**config.mk**
```make
export PLATFORM = sky130hd
export DESIGN_NAME = mem_march_bist_flat
export DESIGN_NICKNAME = d
export VERILOG_FILES = /design/src/rtl/mem_march_bist_if.sv /design/src/rtl/mem_march_bist.sv /design/src/flat_wrapper.sv
export SDC_FILE = /design/constraint.sdc
export NUM_CORES = 1
export LEC_CHECK = 0
export CAP_MARGIN = 20
export CORE_MARGIN = 2
export CORE_UTILIZATION = 54
export DETAILED_ROUTE_END_ITERATION = 16
export GPL_TIMING_DRIVEN = 0
export PLACE_DENSITY = 0.84
export SETUP_SLACK_MARGIN = 0.3
export SLEW_MARGIN = 10
export SYNTH_ARGS = -nofsm -noshare
export SYNTH_HDL_FRONTEND = slang
export SYNTH_SLANG_ARGS = --single-unit
```
**constraint.sdc**
```tcl
create_clock -name clk -period 6.47 [get_ports clk]
set_clock_uncertainty 0.2 [all_clocks]
set_input_delay 0.647 -clock clk [delete_from_list [all_inputs] [get_ports clk]]
set_output_delay 0.647 -clock clk [all_outputs]
set_load 0.005 [all_outputs]
```
**src/rtl/mem_march_bist_if.sv**
```systemverilog
// Memory-side port of the March C- BIST engine: address, write strobe/data out,
// registered read data back from the memory tile.
interface mem_march_bist_if #(
    parameter int ADDR_BITS = 5,
    parameter int DATA_BITS = 8
);
    logic [ADDR_BITS-1:0] mem_addr;
    logic                 mem_wr_en;
    logic [DATA_BITS-1:0] mem_wdata;
    logic [DATA_BITS-1:0] mem_rdata;

    modport master (
        output mem_addr,
        output mem_wr_en,
        output mem_wdata,
        input  mem_rdata
    );

    modport slave (
        input  mem_addr,
        input  mem_wr_en,
        input  mem_wdata,
        output mem_rdata
    );
endinterface

```
**src/rtl/mem_march_bist.sv**
```systemverilog
// March C- self-test engine for a byte-wide registered-read memory tile.
// Define MEM_BIST_STOP_ON_FAIL_EN to end the test on the first detected mismatch.
//
// state   | meaning
// IDLE    | waiting for start after reset
// M0      | up:   w d0
// M1      | up:   r d0, w d1
// M2      | up:   r d1, w d0
// M3      | down: r d0, w d1
// M4      | down: r d1, w d0
// M5      | up:   r d0
// DRAIN   | final compare of the last M5 read
// DONE    | result held, waiting for start
module mem_march_bist #(
    parameter int ADDR_BITS = 5,
    parameter int DATA_BITS = 8,
    parameter logic [DATA_BITS-1:0] BG = {DATA_BITS{1'b0}}
) (
    input  logic                 clk,
    input  logic                 rst_n,
    input  logic                 start,
    output logic                 busy,
    output logic                 done,
    output logic                 fail,
    output logic [ADDR_BITS-1:0] fail_addr,
    output logic [2:0]           fail_elem,
    mem_march_bist_if.master     mem
);

    typedef enum logic [3:0] {
        S_IDLE, S_M0, S_M1, S_M2, S_M3, S_M4, S_M5, S_DRAIN, S_DONE
    } state_t;

    localparam logic [ADDR_BITS-1:0] ADDR_LAST = {ADDR_BITS{1'b1}};
    localparam logic [DATA_BITS-1:0] D0 = BG;
    localparam logic [DATA_BITS-1:0] D1 = ~BG;

    state_t               state_q, state_d;
    logic [ADDR_BITS-1:0] addr_q, addr_d;
    logic                 wr_en_q, wr_en_d;
    logic [DATA_BITS-1:0] wdata_q, wdata_d;
    logic                 busy_q, busy_d;
    logic                 done_q, done_d;
    logic                 fail_q, fail_d;
    logic [ADDR_BITS-1:0] fail_addr_q, fail_addr_d;
    logic [2:0]           fail_elem_q, fail_elem_d;
    logic                 chk_valid_q, chk_valid_d;
    logic [DATA_BITS-1:0] chk_exp_q, chk_exp_d;
    logic [ADDR_BITS-1:0] chk_addr_q, chk_addr_d;
    logic [2:0]           chk_elem_q, chk_elem_d;
    logic                 mismatch;

    assign mismatch = chk_valid_q && (mem.mem_rdata != chk_exp_q);

    always_comb begin
        state_d     = state_q;
        addr_d      = addr_q;
        busy_d      = busy_q;
        done_d      = done_q;
        fail_d      = fail_q;
        fail_addr_d = fail_addr_q;
        fail_elem_d = fail_elem_q;
        chk_valid_d = 1'b0;
        chk_exp_d   = '0;
        chk_addr_d  = addr_q;
        chk_elem_d  = 3'd0;
        wr_en_d     = 1'b0;
        wdata_d     = '0;

        // Read data for this cycle's address returns next cycle; latch what to expect.
        case (state_q)
            S_M1: begin chk_valid_d = 1'b1; chk_exp_d = D0; chk_elem_d = 3'd1; end
            S_M2: begin chk_valid_d = 1'b1; chk_exp_d = D1; chk_elem_d = 3'd2; end
            S_M3: begin chk_valid_d = 1'b1; chk_exp_d = D0; chk_elem_d = 3'd3; end
            S_M4: begin chk_valid_d = 1'b1; chk_exp_d = D1; chk_elem_d = 3'd4; end
            S_M5: begin chk_valid_d = 1'b1; chk_exp_d = D0; chk_elem_d = 3'd5; end
            default: ;
        endcase

        if (mismatch && !fail_q) begin
            fail_d      = 1'b1;
            fail_addr_d = chk_addr_q;
            fail_elem_d = chk_elem_q;
        end

        case (state_q)
            S_IDLE, S_DONE: begin
                if (start) begin
                    state_d     = S_M0;
                    addr_d      = '0;
                    busy_d      = 1'b1;
                    done_d      = 1'b0;
                    fail_d      = 1'b0;
                    fail_addr_d = '0;
                    fail_elem_d = 3'd0;
                end
            end
            S_M0: begin
                if (addr_q == ADDR_LAST) begin state_d = S_M1; addr_d = '0; end
                else addr_d = addr_q + 1'b1;
            end
            S_M1: begin
                if (addr_q == ADDR_LAST) begin state_d = S_M2; addr_d = '0; end
                else addr_d = addr_q + 1'b1;
            end
            S_M2: begin
                if (addr_q == ADDR_LAST) begin state_d = S_M3; addr_d = ADDR_LAST; end
                else addr_d = addr_q + 1'b1;
            end
            S_M3: begin
                if (addr_q == '0) begin state_d = S_M4; addr_d = ADDR_LAST; end
                else addr_d = addr_q - 1'b1;
            end
            S_M4: begin
                if (addr_q == '0) begin state_d = S_M5; addr_d = '0; end
                else addr_d = addr_q - 1'b1;
            end
            S_M5: begin
                if (addr_q == ADDR_LAST) begin state_d = S_DRAIN; addr_d = '0; end
                else addr_d = addr_q + 1'b1;
            end
            S_DRAIN: begin
                state_d = S_DONE;
                addr_d  = '0;
                busy_d  = 1'b0;
                done_d  = 1'b1;
            end
            default: state_d = S_IDLE;
        endcase

`ifdef MEM_BIST_STOP_ON_FAIL_EN
        if (mismatch) begin
            state_d     = S_DONE;
            addr_d      = '0;
            busy_d      = 1'b0;
            done_d      = 1'b1;
            chk_valid_d = 1'b0;
        end
`endif

        // Memory strobes are registered, so decode them from the upcoming state.
        case (state_d)
            S_M0, S_M2, S_M4: begin wr_en_d = 1'b1; wdata_d = D0; end
            S_M1, S_M3:       begin wr_en_d = 1'b1; wdata_d = D1; end
            default: ;
        endcase
    end

    always_ff @(posedge clk) begin
        if (!rst_n) begin
            state_q     <= S_IDLE;
            addr_q      <= '0;
            wr_en_q     <= 1'b0;
            wdata_q     <= '0;
            busy_q      <= 1'b0;
            done_q      <= 1'b0;
            fail_q      <= 1'b0;
            fail_addr_q <= '0;
            fail_elem_q <= 3'd0;
            chk_valid_q <= 1'b0;
            chk_exp_q   <= '0;
            chk_addr_q  <= '0;
            chk_elem_q  <= 3'd0;
        end else begin
            state_q     <= state_d;
            addr_q      <= addr_d;
            wr_en_q     <= wr_en_d;
            wdata_q     <= wdata_d;
            busy_q      <= busy_d;
            done_q      <= done_d;
            fail_q      <= fail_d;
            fail_addr_q <= fail_addr_d;
            fail_elem_q <= fail_elem_d;
            chk_valid_q <= chk_valid_d;
            chk_exp_q   <= chk_exp_d;
            chk_addr_q  <= chk_addr_d;
            chk_elem_q  <= chk_elem_d;
        end
    end

    assign busy          = busy_q;
    assign done          = done_q;
    assign fail          = fail_q;
    assign fail_addr     = fail_addr_q;
    assign fail_elem     = fail_elem_q;
    assign mem.mem_addr  = addr_q;
    assign mem.mem_wr_en = wr_en_q;
    assign mem.mem_wdata = wdata_q;

endmodule

```
**src/flat_wrapper.sv**
```systemverilog
// flat-port wrapper written by rule: the top's interface ports become plain ports
module mem_march_bist_flat 
#(
    parameter int ADDR_BITS = 5,
    parameter int DATA_BITS = 8,
    parameter logic [DATA_BITS-1:0] BG = {DATA_BITS{1'b0}}
)
  (clk, rst_n, start, busy, done, fail, fail_addr, fail_elem, mem_mem_addr, mem_mem_wr_en, mem_mem_wdata, mem_mem_rdata);
  mem_march_bist_if #(.ADDR_BITS(ADDR_BITS), .DATA_BITS(DATA_BITS)) mem_i ();
  input  logic clk;
  input  logic rst_n;
  input  logic start;
  output logic busy;
  output logic done;
  output logic fail;
  output logic [ADDR_BITS-1:0] fail_addr;
  output logic [2:0] fail_elem;
  output wire logic [$bits(mem_i.mem_addr)-1:0] mem_mem_addr;
  output wire logic [$bits(mem_i.mem_wr_en)-1:0] mem_mem_wr_en;
  output wire logic [$bits(mem_i.mem_wdata)-1:0] mem_mem_wdata;
  input wire logic [$bits(mem_i.mem_rdata)-1:0] mem_mem_rdata;
  assign mem_mem_addr = mem_i.mem_addr;
  assign mem_mem_wr_en = mem_i.mem_wr_en;
  assign mem_mem_wdata = mem_i.mem_wdata;
  assign mem_i.mem_rdata = mem_mem_rdata;
  mem_march_bist #(.ADDR_BITS(ADDR_BITS), .DATA_BITS(DATA_BITS), .BG(BG)) u_core (.clk(clk), .rst_n(rst_n), .start(start), .busy(busy), .done(done), .fail(fail), .fail_addr(fail_addr), .fail_elem(fail_elem), .mem(mem_i));
endmodule
```
==> After elaboration in Yosys (flattened, before gate mapping) <==
Index checks and enable logic that the tools add are counted.
{ "word_totals": {"ff_bits": 46, "in_bits": 11, "output_inout_bits": 25, "word_cells": 78} }
{ "op_classes": {"add_sub_neg": 2, "eq_ne": 16, "muxes": 32, "reduce_logical": 15} }
{ "op_table": {"columns": ["op", "count"], "rows": [
  ["$mux W5", 8],
  ["$pmux W4 S8", 1],
  ["$pmux W5 S6", 1],
  ["$mux W4", 7],
  ["$eq A4 B3 Y1 const B", 6],
  ["$eq A4 B2 Y1 const B", 4],
  ["$mux W8", 2],
  ["$pmux W3 S5", 1],
  ["$reduce_or A5 Y1", 2],
  ["$mux W3", 3],
  ["$eq A4 B1 Y1 const B", 2],
  ["$ne A8 B8 Y1", 1],
  ["$mux W1", 7],
  ["$reduce_bool A6 Y1", 1],
  ["$reduce_or A2 Y1", 3],
  ["$add A5 B1 Y5 const B", 1],
  ["$eq A5 B5 Y1 const B", 1],
  ["$logic_not A5 Y1", 1],
  ["$sub A5 B1 Y5 const B", 1],
  ["$eq A4 B4 Y1 const B", 1],
  ["$logic_not A4 Y1", 1],
  ["$pmux W1 S2", 2],
  ["$reduce_and A2 Y1", 2],
  ["$reduce_or A3 Y1", 1],
  ["4 further kinds", 5]
]} }

==> Depth between registers and ports, before layout <==
{ "depth": {"depth_word": 6, "mapped_depth": 9} }

==> Worst setup path after synthesis <==
Ideal clock, no wire load.
{ "synth_path": {"path_type": "reg2reg", "start": "reg u_core.addr_q[0], in the netlist u_core.mem.mem_addr[0]", "end": "reg u_core.wdata_q[6], in the netlist u_core.mem.mem_wdata[6]", "setup_time_ps": 62, "t_arrival_ps": 1977, "required_ps": 6208, "path_slack_ps": 4231, "path_stages_with_launch": 10, "path_buffers": 1, "path_cell_list": "dfxtp_1 -> ha_1 -> and3_2 -> ha_1 -> clkbuf_1 -> nor3b_1 -> a31oi_1 -> a31oi_4 -> mux2_4 -> nor2_2"} }
{ "synth_between": {"elab_chain_cells": 6, "word_cells_on_any_way": 13} }
{ "synth_lines": {"columns": ["element", "line", "source"], "rows": [
  ["from (decl)", "mem_march_bist.sv:39", "logic [ADDR_BITS-1:0] addr_q, addr_d;"],
  ["from (signal assigned)", "mem_march_bist.sv:166", "addr_q <= addr_d;"],
  ["$eq A5 B5 Y1 / $logic_not A5 Y1 (equally long branches)", null, null],
  ["$mux W4, or another cell as far along", "mem_march_bist.sv:119", "if (addr_q == ADDR_LAST) begin state_d = S_DRAIN; addr_d = '0; end"],
  ["$pmux W4 S8 (*)", "mem_march_bist.sv:86", "case (state_q)"],
  ["$eq A4 B2 Y1 / $eq A4 B3 Y1 (equally long branches)", "mem_march_bist.sv:142", "case (state_d)"],
  ["$reduce_or A2 Y1 (*)", "mem_march_bist.sv:142", null],
  ["$mux W8 (*)", "mem_march_bist.sv:142", null],
  ["to (signal assigned)", "mem_march_bist.sv:168", "wdata_q <= wdata_d;"],
  ["to (decl)", "mem_march_bist.sv:41", "logic [DATA_BITS-1:0] wdata_q, wdata_d;"]
]} }
Every way passes the cells marked *; elsewhere a longest branch is shown, timed or not.
A chain may end at the register's enable or synchronous reset.

==> Final worst setup path <==
Ends and elaborated chain as after synthesis.

==> summary by stage <==
Global routing
The maximum number of pins on one net before global-route repair is 11. The wire length of the first global-routing pass is approximately 5800 µm. The initial antenna violation count is 0. The global router's overall resource usage is 21.8%. The number of global-route vias before repair is ~1,300.

The global-route congestion overflow total is 0.

Die
The die covers 0.00354 mm². The I/O pin count is 36. Row generation in the floorplan step produced 20 rows.

The x dimension of the die is between 50 and 60 µm. The standard cell core area is a little under 0.003 mm². The vertical extent of the die is 59.5 µm. The starting density of the core is around 56%.

Clock tree
CTS built an H-tree with a depth of 2. Clock latency on the worst-skew pair, taken at its later pin, is ~340 ps. The number of resized instances in the post-cts repair step is 0. Clock-pin slew was measured on the worst setup and hold paths at approximately 100 ps. The clock drives 32 sinks. The longest clock path from root to sink contains 2 buffers. Buffers inserted to repair hold after CTS numbered 0. The TritonCTS clock tree is built. The number of setup buffers added after CTS is 0.

The CTS buffer count is 5. In this run the clock root is driven by a clkbuf_4.

Timing
The number of hold-slack violations in the final timing report came to 0. The count of final max-slew check failures came to 0. The routed design could run at a clock period as short as 2590 ps. The final count of negative-setup-slack endpoints is 0. For the pin with the worst max-slew slack, the measured transition is 443 ps. The worst pin sits at a relative slew slack of a little over two thirds. The setup TNS is 0 ps. Setup repair after global routing left no endpoint under its margin. Based on the critical path, the design can be clocked at up to 0.386 GHz. In the post-route analysis, the smallest setup slack over all paths is roughly 3900 ps. The share of the clock period used by the worst path is between 40% and 50%. Hold timing on the final database bottoms out at a slack of between 200 and 300 ps.

Layout
The most common cell after layout, fill and taps aside is clkdlybuf4s50_1. The number of antenna repair diodes is 0. In the layout the commonest cells are 35 x clkdlybuf4s50_1, 32 x dfxtp_1, 21 x nor2_1, 10 x nand2_1. The sequential standard cell area is between 600 and 700 µm².

Of the cells placed in the final design, the portion with a size suffix greater than 1 is 17.8%. Compared with the post-synthesis result, the final layout area differs by 29.3%. The final non-filler cell total is 258. Summing all multi-input logic gate instances after layout gives just under 900 µm². Fill cells in the final layout number around 230. The final layout contains between 200 and 250 nets.

Routing
The total iterations of the first detailed-routing run is 4. The first-iteration detailed-routing DRC count is 79. The number of DRC violations after detailed routing is 0. Dividing the detail-routed via count by the number of cells gives around 5.5. The routed wire length per instance is roughly 14 µm. The routed design has around 3500 µm of wire. The via count of the routed design is around 1,400.

Once detail routing completed, the nets flagged for antenna violations numbered 0.

Worst setup path
The category of the critical setup timing path is reg2reg. Among all stages on the critical path, the largest delay is contributed by dfxtp_1. Traced cell by cell, the critical path runs through ha_1 > and3_2 > ha_1 > clkbuf_1 > nor3b_1 > a31oi_1 > a31oi_4 > mux2_4 > nor2_2. STA puts the critical path data required time at about 6600 ps. The arrival time reported for the critical path endpoint is around 2700 ps. The critical path endpoint category is a flop. On the worst path, the slowest cell contributes a delay of roughly 460 ps.

The most numerous cell type found on the critical path is ha_1. STA classifies the critical path startpoint as a flop. The startpoint identified for the worst register-to-register timing path is u_core.mem.mem_addr[0].

The source of the critical timing path is u_core.mem.mem_addr[0]. Of all nets on the critical path, the largest fanout is 8.

Synthesis
Among all flip-flop cells after synthesis, the most frequent one is dfxtp_1. The synthesized netlist devotes 15.4% of its cell area to compound gates. In the synthesized netlist, the number of instances is 182.

The synthesized netlist devotes 3.01% of its cell area to adder and majority cells. The count of flip-flops with a built-in enable after synthesis is 0. The synthesized netlist devotes under 10% of its cell area to XOR and XNOR gates. The synthesized netlist devotes 25.8% of its cell area to simple gates. The post-synth net total is 197. The average cell area after synthesis is between 9 and 10 µm². The main combinational cell family by area after synthesis is simple AND/OR/NAND/NOR gates. The post-synthesis async set-or-reset flop share is 0%. The synthesized netlist occupies a cell area of 0.00166 mm². The number of unique standard cell types used by synthesis is 55. The share of synthesized area occupied by flip-flops and latches is about two fifths. Yosys printed 0 warnings.

Multiplexer cells account for around 6.4% of the synthesized area. The number of synthesized register bits is 32.

Placed design
The count of input and output buffers is 35. The number of placed cells counting well taps is 250. The final RePlAce weighted congestion is approximately 0.83. The post-placement worst setup slack is around 3900 ps. The placed wire-length estimate is between 2000 and 3000 µm.

Run
The tool flagged a number of max-cap violations equal to 0.

Power
The power density over the cells is between 150 and 200 mW/mm². Summed over all cells, the static leakage comes to ~0.9 nW. VDD sags by at most between 0.15 and 0.2 mV.

Hold path
The source of the worst hold timing path is u_core.chk_elem_q[0]. The class of the worst hold path is reg2reg.

Outcome
The flow ran to the end, and the final reports show no timing, DRC or antenna violations.
## per-layer routing
metal  vias up  wire length, µm  global-route usage [%]
li1        716                -                       -
met1       644             1520                    26.3
met2        45             1720                    37.0
met3         6              240                    6.33
met4         0               51                    6.82
met5         -                0                       0
## sequential cells by signal (all words and copies together) (netlist names), 3 cells and up
name,flops
u_core.chk_addr_q,5
u_core.fail_addr,5
u_core.mem.mem_addr,5
u_core.state_q,4
u_core.chk_elem_q,3
u_core.fail_elem,3
## critical path: cells and delay by family (launching register included)
| kind | cells | cell delay (ps) |
|---|---|---|
| mux | 1 | 330 |
| buf+inv | 1 | 320 |
| flops | 1 | 460 |
| compound gates | 2 | 500 |
| simple gates | 3 | 360 |
| fa+ha+maj | 2 | 350 |
## final cells by class
type / count / area share [%]
Inverter: 6 / 1.05
Sequential cell: 32 / 29.8
Clock inverter: 1 / 1.40
Tap cell: 33 / 1.92
Timing Repair Buffer: 35 / 16.3
Buffer: 18 / 5.30
Clock buffer: 7 / 3.03
Multi-Input combinational cell: 126 / 41.2
## path summary, 6_finish.rpt
kind,to,slack (ps),cells past startpoint
worst min-delay path,u_core.fail_elem[0],270,2
worst max register to register,u_core.mem.mem_wdata[6],3880,9
worst max-delay path,u_core.mem.mem_wdata[6],3880,9
worst min register to register,u_core.fail_elem[0],270,2
## synth_stat cells (2+ instances only)
cell        n  share of area [%]
o21ai_0     2               0.60
a32o_1      2                1.2
o2bb2ai_1   2                1.1
clkbuf_1    2               0.45
nand2b_1    4                1.5
xnor2_1     2                1.1
ha_1        4                3.0
buf_4       8                3.6
nor3_1      6                1.8
o22ai_1     2               0.75
nor2_1     21                4.7
nor3_2      2                1.2
buf_2       7                2.1
nor3b_1     2               0.90
mux2i_1     8                4.8
nand3b_1    2               0.90
nand3_1     5                1.5
nor2b_1     2               0.75
o21ai_1     2               0.60
xor2_1      3                1.6
a31oi_1     7                2.6
dfxtp_1    32                 39
nand2_1    10                2.3
inv_1       6                1.4
and2_1      3                1.1
a21oi_1     7                2.1
## metrics by stage
stage	instance area (µm²)	total power [W]	utilization, %
finish	2150	0.000422	72.1
global route	2150	0.000438	72.1
CTS	2150	0.000428	72.1
detailed placement	2050	0.000256	68.9
global placement	2050	0.000255	68.9
floorplan	1660	0.000238	-
## power by group
part | internal (W) | switching [W] | total [W]
clock network | 0.000103 | 0.0000669 | 0.000169
logic | 0.0000233 | 0.0000268 | 0.0000501
registers | 0.000200 | 0.00000173 | 0.000202
total | 0.000326 | 0.0000954 | 0.000422
## cells by family (layout without fill, tap and decap cells)
group | after synthesis | after routing
AO/OA/AOI/OAI | 34 | 34
adder cells (fa/ha/maj) | 4 | 4
flip-flops | 32 | 32
multiplexers | 10 | 10
buffers and inverters | 24 | 67
XOR/XNOR | 5 | 5
AND/OR/NAND/NOR | 73 | 73
No activity file was read; power rests on OpenSTA's default activity.
